[src/rtl/cordic_iter_var_cnt_pkg.sv]
// Shared CORDIC constants: atan(2^-i) table in IEEE-754 single precision,
// X/Y/Z variable encodings and the iteration-count ceiling.
package cordic_pkg;

    localparam int ITER_MAX = 24;

    typedef enum logic [1:0] {
        VAR_X = 2'd0,
        VAR_Y = 2'd1,
        VAR_Z = 2'd2
    } cordic_var_e;

    // Entry i is atan(2^-i) rounded to nearest-even; from i=12 on it equals 2^-i exactly.
    localparam logic [0:ITER_MAX-1][31:0] ATAN_TAB = {
        32'h3F490FDB, 32'h3EED6338, 32'h3E7ADBB0, 32'h3DFEADD5,
        32'h3D7FAADE, 32'h3CFFEAAE, 32'h3C7FFAAB, 32'h3BFFFEAB,
        32'h3B7FFFAB, 32'h3AFFFFEB, 32'h3A7FFFFB, 32'h39FFFFFF,
        32'h39800000, 32'h39000000, 32'h38800000, 32'h38000000,
        32'h37800000, 32'h37000000, 32'h36800000, 32'h36000000,
        32'h35800000, 32'h35000000, 32'h34800000, 32'h34000000
    };

endpackage

[src/rtl/cordic_iter_var_cnt_if.sv]
// Control/status bundle between the CORDIC FSM (master) and the counter/LUT stage (slave).
interface cordic_cnt_if #(
    parameter int CW = 4,
    parameter int W  = 32
);
    logic          load_cont_iter;
    logic          enab_cont_iter;
    logic          load_cont_var;
    logic          enab_cont_var;
    logic          enab_dff_LUT;
    logic [CW-1:0] cont_iter;
    logic [1:0]    cont_var;
    logic          max_tick_iter;
    logic          min_tick_iter;
    logic          max_tick_var;
    logic          min_tick_var;
    logic [W-1:0]  lut_atan;
    logic          iter_ovf;

    modport master (
        output load_cont_iter, enab_cont_iter, load_cont_var, enab_cont_var, enab_dff_LUT,
        input  cont_iter, cont_var, max_tick_iter, min_tick_iter,
               max_tick_var, min_tick_var, lut_atan, iter_ovf
    );

    modport slave (
        input  load_cont_iter, enab_cont_iter, load_cont_var, enab_cont_var, enab_dff_LUT,
        output cont_iter, cont_var, max_tick_iter, min_tick_iter,
               max_tick_var, min_tick_var, lut_atan, iter_ovf
    );
endinterface

[src/rtl/cordic_iter_var_cnt_mod_cnt.sv]
// Generic modulo-MOD counter with synchronous clear, enable, and max/min ticks.
// With SAT set, an enable at MOD-1 holds the count instead of wrapping.
module cordic_mod_cnt #(
    parameter int MOD = 3,
    parameter int W   = 2,
    parameter bit SAT = 1'b0
) (
    input  logic         clk,
    input  logic         reset,
    input  logic         load,
    input  logic         enab,
    output logic [W-1:0] count,
    output logic         max_tick,
    output logic         min_tick
);
    localparam logic [W-1:0] LAST = W'(MOD - 1);

    always_ff @(posedge clk or negedge reset) begin
        if (!reset) begin
            count <= '0;
        end else if (load) begin
            count <= '0;
        end else if (enab) begin
            if (count == LAST) begin
                count <= SAT ? LAST : '0;
            end else begin
                count <= count + 1'b1;
            end
        end
    end

    assign max_tick = (count == LAST);
    assign min_tick = (count == '0);
endmodule

[src/rtl/cordic_iter_var_cnt.sv]
// Iteration/variable counters and registered atan LUT feeding the CORDIC FSM.
// Define CORDIC_ITER_SAT_EN to saturate the iteration counter and flag overflow.
module cordic_iter_var_cnt
    import cordic_pkg::*;
#(
    parameter int ITER = 16,
    parameter int W    = 32
) (
    input logic         clk,
    input logic         reset,
    cordic_cnt_if.slave bus
);
    localparam int CW      = $clog2(ITER);
    localparam int VAR_MOD = int'(VAR_Z) + 1;

`ifdef CORDIC_ITER_SAT_EN
    localparam bit ITER_SAT = 1'b1;
`else
    localparam bit ITER_SAT = 1'b0;
`endif

    logic [W-1:0] lut_q;

    cordic_mod_cnt #(
        .MOD (ITER),
        .W   (CW),
        .SAT (ITER_SAT)
    ) iter_cnt (
        .clk      (clk),
        .reset    (reset),
        .load     (bus.load_cont_iter),
        .enab     (bus.enab_cont_iter),
        .count    (bus.cont_iter),
        .max_tick (bus.max_tick_iter),
        .min_tick (bus.min_tick_iter)
    );

    cordic_mod_cnt #(
        .MOD (VAR_MOD),
        .W   (2),
        .SAT (1'b0)
    ) var_cnt (
        .clk      (clk),
        .reset    (reset),
        .load     (bus.load_cont_var),
        .enab     (bus.enab_cont_var),
        .count    (bus.cont_var),
        .max_tick (bus.max_tick_var),
        .min_tick (bus.min_tick_var)
    );

    // Indexed by the registered count, so a same-cycle increment still captures the current entry.
    always_ff @(posedge clk or negedge reset) begin
        if (!reset) begin
            lut_q <= '0;
        end else if (bus.enab_dff_LUT) begin
            lut_q <= W'(ATAN_TAB[bus.cont_iter]);
        end
    end

    assign bus.lut_atan = lut_q;

`ifdef CORDIC_ITER_SAT_EN
    logic ovf_q;

    always_ff @(posedge clk or negedge reset) begin
        if (!reset) begin
            ovf_q <= 1'b0;
        end else if (bus.load_cont_iter) begin
            ovf_q <= 1'b0;
        end else if (bus.enab_cont_iter && bus.max_tick_iter) begin
            ovf_q <= 1'b1;
        end
    end

    assign bus.iter_ovf = ovf_q;
`else
    assign bus.iter_ovf = 1'b0;
`endif
endmodule

[src/flat_wrapper.sv]
// flat-port wrapper written by rule: the top's interface ports become plain ports
module cordic_iter_var_cnt_flat import cordic_pkg::*;
#(
    parameter int ITER = 16,
    parameter int W    = 32
)
  (clk, reset, bus_load_cont_iter, bus_enab_cont_iter, bus_load_cont_var, bus_enab_cont_var, bus_enab_dff_LUT, bus_cont_iter, bus_cont_var, bus_max_tick_iter, bus_min_tick_iter, bus_max_tick_var, bus_min_tick_var, bus_lut_atan, bus_iter_ovf);
  cordic_cnt_if #(.W(W)) bus_i ();
  input logic clk;
  input logic reset;
  input wire logic [$bits(bus_i.load_cont_iter)-1:0] bus_load_cont_iter;
  input wire logic [$bits(bus_i.enab_cont_iter)-1:0] bus_enab_cont_iter;
  input wire logic [$bits(bus_i.load_cont_var)-1:0] bus_load_cont_var;
  input wire logic [$bits(bus_i.enab_cont_var)-1:0] bus_enab_cont_var;
  input wire logic [$bits(bus_i.enab_dff_LUT)-1:0] bus_enab_dff_LUT;
  output wire logic [$bits(bus_i.cont_iter)-1:0] bus_cont_iter;
  output wire logic [$bits(bus_i.cont_var)-1:0] bus_cont_var;
  output wire logic [$bits(bus_i.max_tick_iter)-1:0] bus_max_tick_iter;
  output wire logic [$bits(bus_i.min_tick_iter)-1:0] bus_min_tick_iter;
  output wire logic [$bits(bus_i.max_tick_var)-1:0] bus_max_tick_var;
  output wire logic [$bits(bus_i.min_tick_var)-1:0] bus_min_tick_var;
  output wire logic [$bits(bus_i.lut_atan)-1:0] bus_lut_atan;
  output wire logic [$bits(bus_i.iter_ovf)-1:0] bus_iter_ovf;
  assign bus_i.load_cont_iter = bus_load_cont_iter;
  assign bus_i.enab_cont_iter = bus_enab_cont_iter;
  assign bus_i.load_cont_var = bus_load_cont_var;
  assign bus_i.enab_cont_var = bus_enab_cont_var;
  assign bus_i.enab_dff_LUT = bus_enab_dff_LUT;
  assign bus_cont_iter = bus_i.cont_iter;
  assign bus_cont_var = bus_i.cont_var;
  assign bus_max_tick_iter = bus_i.max_tick_iter;
  assign bus_min_tick_iter = bus_i.min_tick_iter;
  assign bus_max_tick_var = bus_i.max_tick_var;
  assign bus_min_tick_var = bus_i.min_tick_var;
  assign bus_lut_atan = bus_i.lut_atan;
  assign bus_iter_ovf = bus_i.iter_ovf;
  cordic_iter_var_cnt #(.ITER(ITER), .W(W)) u_core (.clk(clk), .reset(reset), .bus(bus_i));
endmodule
[config.mk]
export PLATFORM = sky130hd
export DESIGN_NAME = cordic_iter_var_cnt_flat
export DESIGN_NICKNAME = d
export VERILOG_FILES = /design/src/rtl/cordic_iter_var_cnt_pkg.sv /design/src/rtl/cordic_iter_var_cnt_if.sv /design/src/rtl/cordic_iter_var_cnt_mod_cnt.sv /design/src/rtl/cordic_iter_var_cnt.sv /design/src/flat_wrapper.sv
export SDC_FILE = /design/constraint.sdc
export NUM_CORES = 1
export LEC_CHECK = 0
export CORE_MARGIN = 8
export CORE_UTILIZATION = 47
export CTS_BUF_LIST = sky130_fd_sc_hd__clkbuf_2
export CTS_CLUSTER_SIZE = 16
export DETAILED_ROUTE_END_ITERATION = 7
export GPL_TIMING_DRIVEN = 0
export PLACE_DENSITY = 0.9
export SLEW_MARGIN = 20
export SYNTH_ARGS = -nofsm -noshare
export SYNTH_HDL_FRONTEND = slang
export SYNTH_SLANG_ARGS = --single-unit
[constraint.sdc]
create_clock -name clk -period 2.05 [get_ports clk]
set_input_delay 0.3075 -clock clk [delete_from_list [all_inputs] [get_ports clk]]
set_output_delay 0.3075 -clock clk [all_outputs]
set_load 0.02 [all_outputs]
==> flow_summary_export.csv, run 1 <==
group,metric,value,unit
min_path,min_path_type,"in -> async",
critical_path,crit_type,"reg -> out",
die,die_area,0.005208,mm^2
timing,skew,0.008794,ns
timing,slew_headroom,61.13,%
synth,synth.avg_cell_area,10.23,um^2
routing,finalWirelength,3.451,mm
critical_path,critical_path_required,1.74,ns
die,core,0.003028,mm^2
routing,wl_per_cell,14.14,um
synth,synth_area,0.001483,mm^2
timing,whs,0.4473,ns
clocking,clock_sinks,27,
clocking,clkTransAtPathRegs,0.25,ns
routing,vias,1208,
timing,hold_viol,0,
grt,grt_pass1_wl,5.609,mm
grt,grt_usage,13.27,%
pwr,vdd_drop_max,0.3529,mV
critical_path,startpoint_type,"flop",
routing,drt_first_pass_iters,4,
pwr,leakage,0.8588,nW
critical_path,worstPathArrival,1.56,ns
die,rows,20,
timing,rsz0062_at_grt,"false",
routing,drtIter0Drc,39,
timing,timing.setup.tns,0,ns
timing,finalCritPeriodShare,91.02,%
finish,fin_nets,216,
synth,ys_seq_area_share,45.57,%
critical_path,startpoint,"u_core.iter_cnt.count[1]",
clocking,insertion_delay,0.35,ns
pwr,sw_frac_of_total,31.75,%
timing,fin_crit,1.866,ns
die,die_h,72.17,um
pwr,p_per_area,574.1,mW/mm^2
pwr,p_int,0.8025,mW
place,dp_hpwl,2.686,mm
timing,tightestPinTransition,0.5831,ns
run_status,status,"finished clean",
clocking,cts_buffers,3,
routing,via_per_inst,4.951,
timing,setup_viol,0,
synth,synth-seq-cells,27,
critical_path,cp-end-kind,"output pin",
pwr,combPwrFrac,31.4,%
grt,grt_overflow,0,
finish,antenna_cells,0,
die,initial_core_util,48.97,%
clocking,cts_tree,"done",
clocking,htreeDepth,1,
routing,drcViolationCount,0,
finish,syn_to_final_growth,38.14,%
pwr,power_frac_clock,17.1,%
job,maxCapViolations,0,
routing,detail-route-antenna-nets,0,
pwr,power_switching,0.3734,mW
clocking,clock-root-buffer,"clkbuf_2",
critical_path,worstReg2RegStart,"u_core.iter_cnt.count[1]",
die,pin_count,50,
finish,drive_above_1_share,22.50,%
timing,report.final.slew_viol_count,0,
die,dieWidth,72.17,um
grt,grt_max_degree,28,
synth,ys_types,33,
critical_path,path_max_fanout,9,
grt,antenna_found_initial,0,
place,place_congestion,0.9244,
finish,mostFrequentLayoutCell,"clkdlybuf4s50_1",
timing,timing.fmax,0.5360,GHz
pwr,p_seq_share,51.5,%
grt,grt_pass1_vias,1202,
finish,mostFrequentLayoutCells,"42 x clkdlybuf4s50_1, 25 x dfrtp_1, 16 x buf_4",
synth,yosysWarnings,0,
synth,postSynthCellCount,145,
place,port_buffers,46,
clocking,clk_path_buf_depth,2,
## critical path: stages (launching register included)
cell and delay, ns:
dfrtp_1 0.47, buf_4 0.19, inv_2 0.08, ha_2 0.18, and2_1 0.13, buf_2 0.16
## final timing paths
| check | to | slack, ns | cells past startpoint |
|---|---|---|---|
| setup reg to reg | u_core.bus.lut_atan[14] | 0.39 | 5 |
| hold reg to reg | u_core.bus.lut_atan[12] | 0.55 | 1 |
| hold / removal | u_core.bus.lut_atan[6] | 0.45 | 2 |
| max in group asynchronous | u_core.iter_cnt.count[0] | 1.19 | 2 |
| setup / recovery | bus_min_tick_iter | 0.18 | 5 |
| min in group clk | u_core.var_cnt.count[1] | 0.48 | 2 |
## layout make-up
type / count / area, um^2
Buffer: 19 / 133.9
Clock buffer: 3 / 15.01
Clock inverter: 1 / 5.005
Fill cell: 239 / 979.7
Inverter: 11 / 41.29
Multi-Input combinational cell: 90 / 646.9
Sequential cell: 27 / 678.2
Tap cell: 44 / 55.05
Timing Repair Buffer: 49 / 473.0
## per-layer routing
| metal | routed length [um] | global-route usage, % |
|---|---|---|
| met4 | 44 | 4.989 |
| met3 | 245 | 3.444 |
| met5 | 0 | 0 |
| met2 | 1755 | 22.87 |
| met1 | 1407 | 15.27 |
## power groups by stage
| stage | clock network [mW] | registers (mW) | logic, mW |
|---|---|---|---|
| global placement | 0 | 0.612 | 0.361 |
| CTS | 0.209 | 0.605 | 0.376 |
| finish | 0.201 | 0.605 | 0.369 |
| global route | 0.233 | 0.611 | 0.398 |
| floorplan | 0 | 0.664 | 0.143 |
| detailed placement | 0 | 0.616 | 0.369 |
## cells in the mapped netlist (all sizes together)
cell type | n | area share [%]
nor2b | 3 | 1.3
ha | 8 | 6.8
o21ai | 8 | 2.7
o22ai | 1 | 0.42
clkbuf | 3 | 0.84
inv | 11 | 2.8
nand2 | 2 | 0.51
o311ai | 1 | 0.59
or2 | 2 | 0.84
conb | 1 | 0.25
nand3b | 2 | 1.0
mux2i | 5 | 3.4
nand2b | 7 | 3.5
buf | 16 | 8.0
a22oi | 2 | 1.0
and2 | 2 | 0.84
or3 | 1 | 0.42
o221ai | 1 | 0.59
a21oi | 15 | 5.1
a211oi | 1 | 0.51
dfrtp | 27 | 46
a2bb2oi | 1 | 0.59
nand3 | 4 | 1.4
o211ai | 2 | 1.0
mux2 | 10 | 7.6
nor2 | 8 | 2.2
a31oi | 1 | 0.42
## sequential cells by signal, indices dropped and copies added, names as in the netlist
signal / flops
u_core.bus.lut_atan: 21
u_core.iter_cnt.count: 4
u_core.var_cnt.count: 2
## cell families after synthesis
logic type	Yosys count	share of synthesized area (%)
and+or+nand+nor	31	11.90
DFF	27	45.57
buffers and inverters	30	11.65
AOI/OAI and AO/OA	33	12.91
other	1	0.2529
adders and majority gates	8	6.751
muxes	15	10.97
## what timing repair did
action | CTS | global route
hold endpoints to repair | 27 | 0
gates resized for setup | 7 | 9
endpoints found under the setup margin | 2 | 3
setup buffers | 2 | 0
gates cloned | 0 | 0
hold buffers | 1 | 0
## metrics by stage
| stage | area, um^2 | total power [mW] | setup WS (ns) | util, % | instances |
|---|---|---|---|---|---|
| finish | 2048 | 1.176 | 0.1842 | 67.64 | 244 |
| global placement | 2006 | 0.9730 | 0.07191 | 66.24 | 237 |
| detailed placement | 2001 | 0.9850 | 0.04065 | 66.07 | 237 |
| global route | 2048 | 1.242 | 0.03667 | 67.64 | 244 |
| CTS | 2051 | 1.190 | 0.01040 | 67.73 | 244 |
| floorplan | 1490 | 0.8072 | 0.3939 | - | 147 |
Power figures use the tool's default switching activity.
==> run 2, diff against run 1 <==
--- a/config.mk
+++ b/config.mk
@@ -5,7 +5,6 @@
 export SDC_FILE = /design/constraint.sdc
 export NUM_CORES = 1
 export LEC_CHECK = 0
-export CORE_MARGIN = 8
 export CORE_UTILIZATION = 47
 export CTS_BUF_LIST = sky130_fd_sc_hd__clkbuf_2
 export CTS_CLUSTER_SIZE = 16
==> run 2 against run 1 <==
Compared with the run above:
- clock power about the same
- non-clock buffer count up 4
- register-to-register slack worse by 0.18 ns
- setup slack got worse by 0.030 ns
- maximum frequency shrank 1.6%
- sequential power about the same
- via count increased by 1.2%
- hold slack got worse by 0.010 ns
- final cell count up 1.6%
- critical endpoint unchanged
- highest routed layer unchanged
==> flow_summary_export.csv, run 2 (synthesized netlist as in run 1, its figures left out) <==
group,metric,value,unit
finish,fin_nets,220,
critical_path,startpoint,"u_core.iter_cnt.count[0]",
timing,rsz0062_at_grt,"false",
pwr,leakage,0.8740,nW
place,post-place-ws,0.05041,ns
finish,mostFrequentLayoutCell,"clkdlybuf4s50_1",
clocking,htreeDepth,1,
grt,grt_max_degree,28,
timing,skew,0.008576,ns
critical_path,worstPathArrival,1.59,ns
timing,setup_ws,0.1537,ns
timing,setup_viol,0,
place,post_dp_cell_area,0.002001,mm^2
die,dieWidth,58.17,um
critical_path,worstReg2RegStart,"u_core.iter_cnt.count[0]",
die,pin_count,50,
grt,grt_pass1_wl,5.244,mm
timing,timing.setup.tns,0,ns
routing,drt_first_pass_iters,4,
die,die_h,58.17,um
critical_path,crit_type,"reg -> out",
die,die_area,0.003383,mm^2
grt,antenna_found_initial,0,
critical_path,startpoint_type,"flop",
finish,drive_above_1_share,23.53,%
critical_path,rr_worst_depth,6,
die,initial_core_util,48.97,%
timing,tightestPinTransition,0.5807,ns
timing,hold_viol,0,
critical_path,r2r_slack,0.21,ns
timing,finalCritPeriodShare,92.50,%
pwr,p_per_area,568.2,mW/mm^2
finish,final_util,68.76,%
clocking,clock_sinks,27,
routing,finalWirelength,3.128,mm
routing,via_per_inst,4.931,
place,port_buffers,46,
die,core,0.003028,mm^2
critical_path,cp-end-kind,"output pin",
finish,final_area,0.002082,mm^2
routing,drtIter0Drc,43,
routing,drcViolationCount,0,
finish,antenna_cells,0,
grt,grt_overflow,0,
min_path,min_path_type,"in -> async",
job,maxCapViolations,0,
place,dp_hpwl,2.337,mm
routing,detail-route-antenna-nets,0,
timing,timing.fmax,0.5273,GHz
critical_path,reg2reg_to,"u_core.bus.lut_atan[14]",
run_status,status,"finished clean",
finish,mostFrequentLayoutCells,"42 x clkdlybuf4s50_1, 25 x dfrtp_1, 20 x buf_4",
clocking,insertion_delay,0.37,ns
timing,report.final.slew_viol_count,0,
routing,wl_per_cell,12.61,um
die,rows,20,
routing,vias,1223,
clocking,clkTransAtPathRegs,0.25,ns
clocking,cts_buffers,3,
grt,grt_pass1_vias,1151,
finish,largest_reg_flops,21,
grt,grt_usage,20.54,%
critical_path,critical_path_required,1.74,ns
pwr,vdd_drop_max,0.3026,mV
critical_path,path_max_fanout,7,
clocking,cts_tree,"done",
timing,fin_crit,1.896,ns
timing,slew_headroom,61.29,%
place,place_congestion,0.8783,
finish,syn_to_final_growth,40.42,%
clocking,clk_path_buf_depth,2,
critical_path,endpoint,"bus_min_tick_iter",
clocking,clock-root-buffer,"clkbuf_2",
-- run 2: cell count changes in the layout (fill, tap and decap cells not counted) --
cell / change
clkinv_2: -1
ha_1: +1
buf_4: +4
ha_2: -1
clkinvlp_4: +2
inv_2: -1
-- run 2: timing repair --
| item | CTS | global route |
|---|---|---|
| hold endpoints to repair | 27 | 0 |
| setup buffers | 3 | 3 |
| cloned | 0 | 0 |
| resized for setup | 9 | 6 |
| hold buffers | 1 | 0 |
| setup endpoints to repair | 2 | 3 |
-- run 2: worst min path at each step --
stage | to | slack (ns) | depth (start not counted)
after global routing | u_core.var_cnt.count[1] | 0.42 | 2
after global placement | u_core.bus.lut_atan[26] | 0.49 | 1
after CTS | u_core.bus.lut_atan[1] | 0.45 | 2
after floorplan | u_core.bus.lut_atan[0] | 0.01 | 0
final | u_core.bus.lut_atan[12] | 0.44 | 2
after detailed placement | u_core.bus.lut_atan[25] | 0.34 | 1
-- run 2: layer usage --
layer	up-vias	GRT usage, %	routed length (um)
met5	-	0	0
met4	0	10.54	61
met3	5	3.125	131
met2	38	34.98	1534
met1	584	25.22	1401
li1	596	-	-
-- run 2: power breakdown --
group	switching (mW)	internal [mW]
Sequential	0.0287	0.575
Combinational	0.185	0.190
Clock	0.159	0.0452
-- run 2: final cells by class --
| type | count | area [um^2] |
|---|---|---|
| Fill cell | 225 | 945.9 |
| Clock buffer | 3 | 15.01 |
| Multi-Input combinational cell | 90 | 644.4 |
| Buffer | 19 | 133.9 |
| Sequential cell | 27 | 678.2 |
| Tap cell | 44 | 55.05 |
| Timing Repair Buffer | 53 | 503.0 |
| Inverter | 11 | 45.04 |
| Clock inverter | 1 | 7.507 |
-- run 2: worst max-delay path, cell delays in order, from the launching register on --
cell and delay (ns):
dfrtp_2 0.43, buf_4 0.16, clkinvlp_4 0.13, ha_2 0.21
and2_1 0.14, buf_2 0.15
-- run 2: through the flow --
stage / hold WS [ns] / power [mW] / instances
floorplan: 0.01191 / 0.8072 / 147
global placement: 0.4931 / 0.9666 / 237
detailed placement: 0.3400 / 0.9764 / 237
CTS: 0.4456 / 1.188 / 245
global route: 0.4198 / 1.257 / 248
finish: 0.4373 / 1.183 / 248
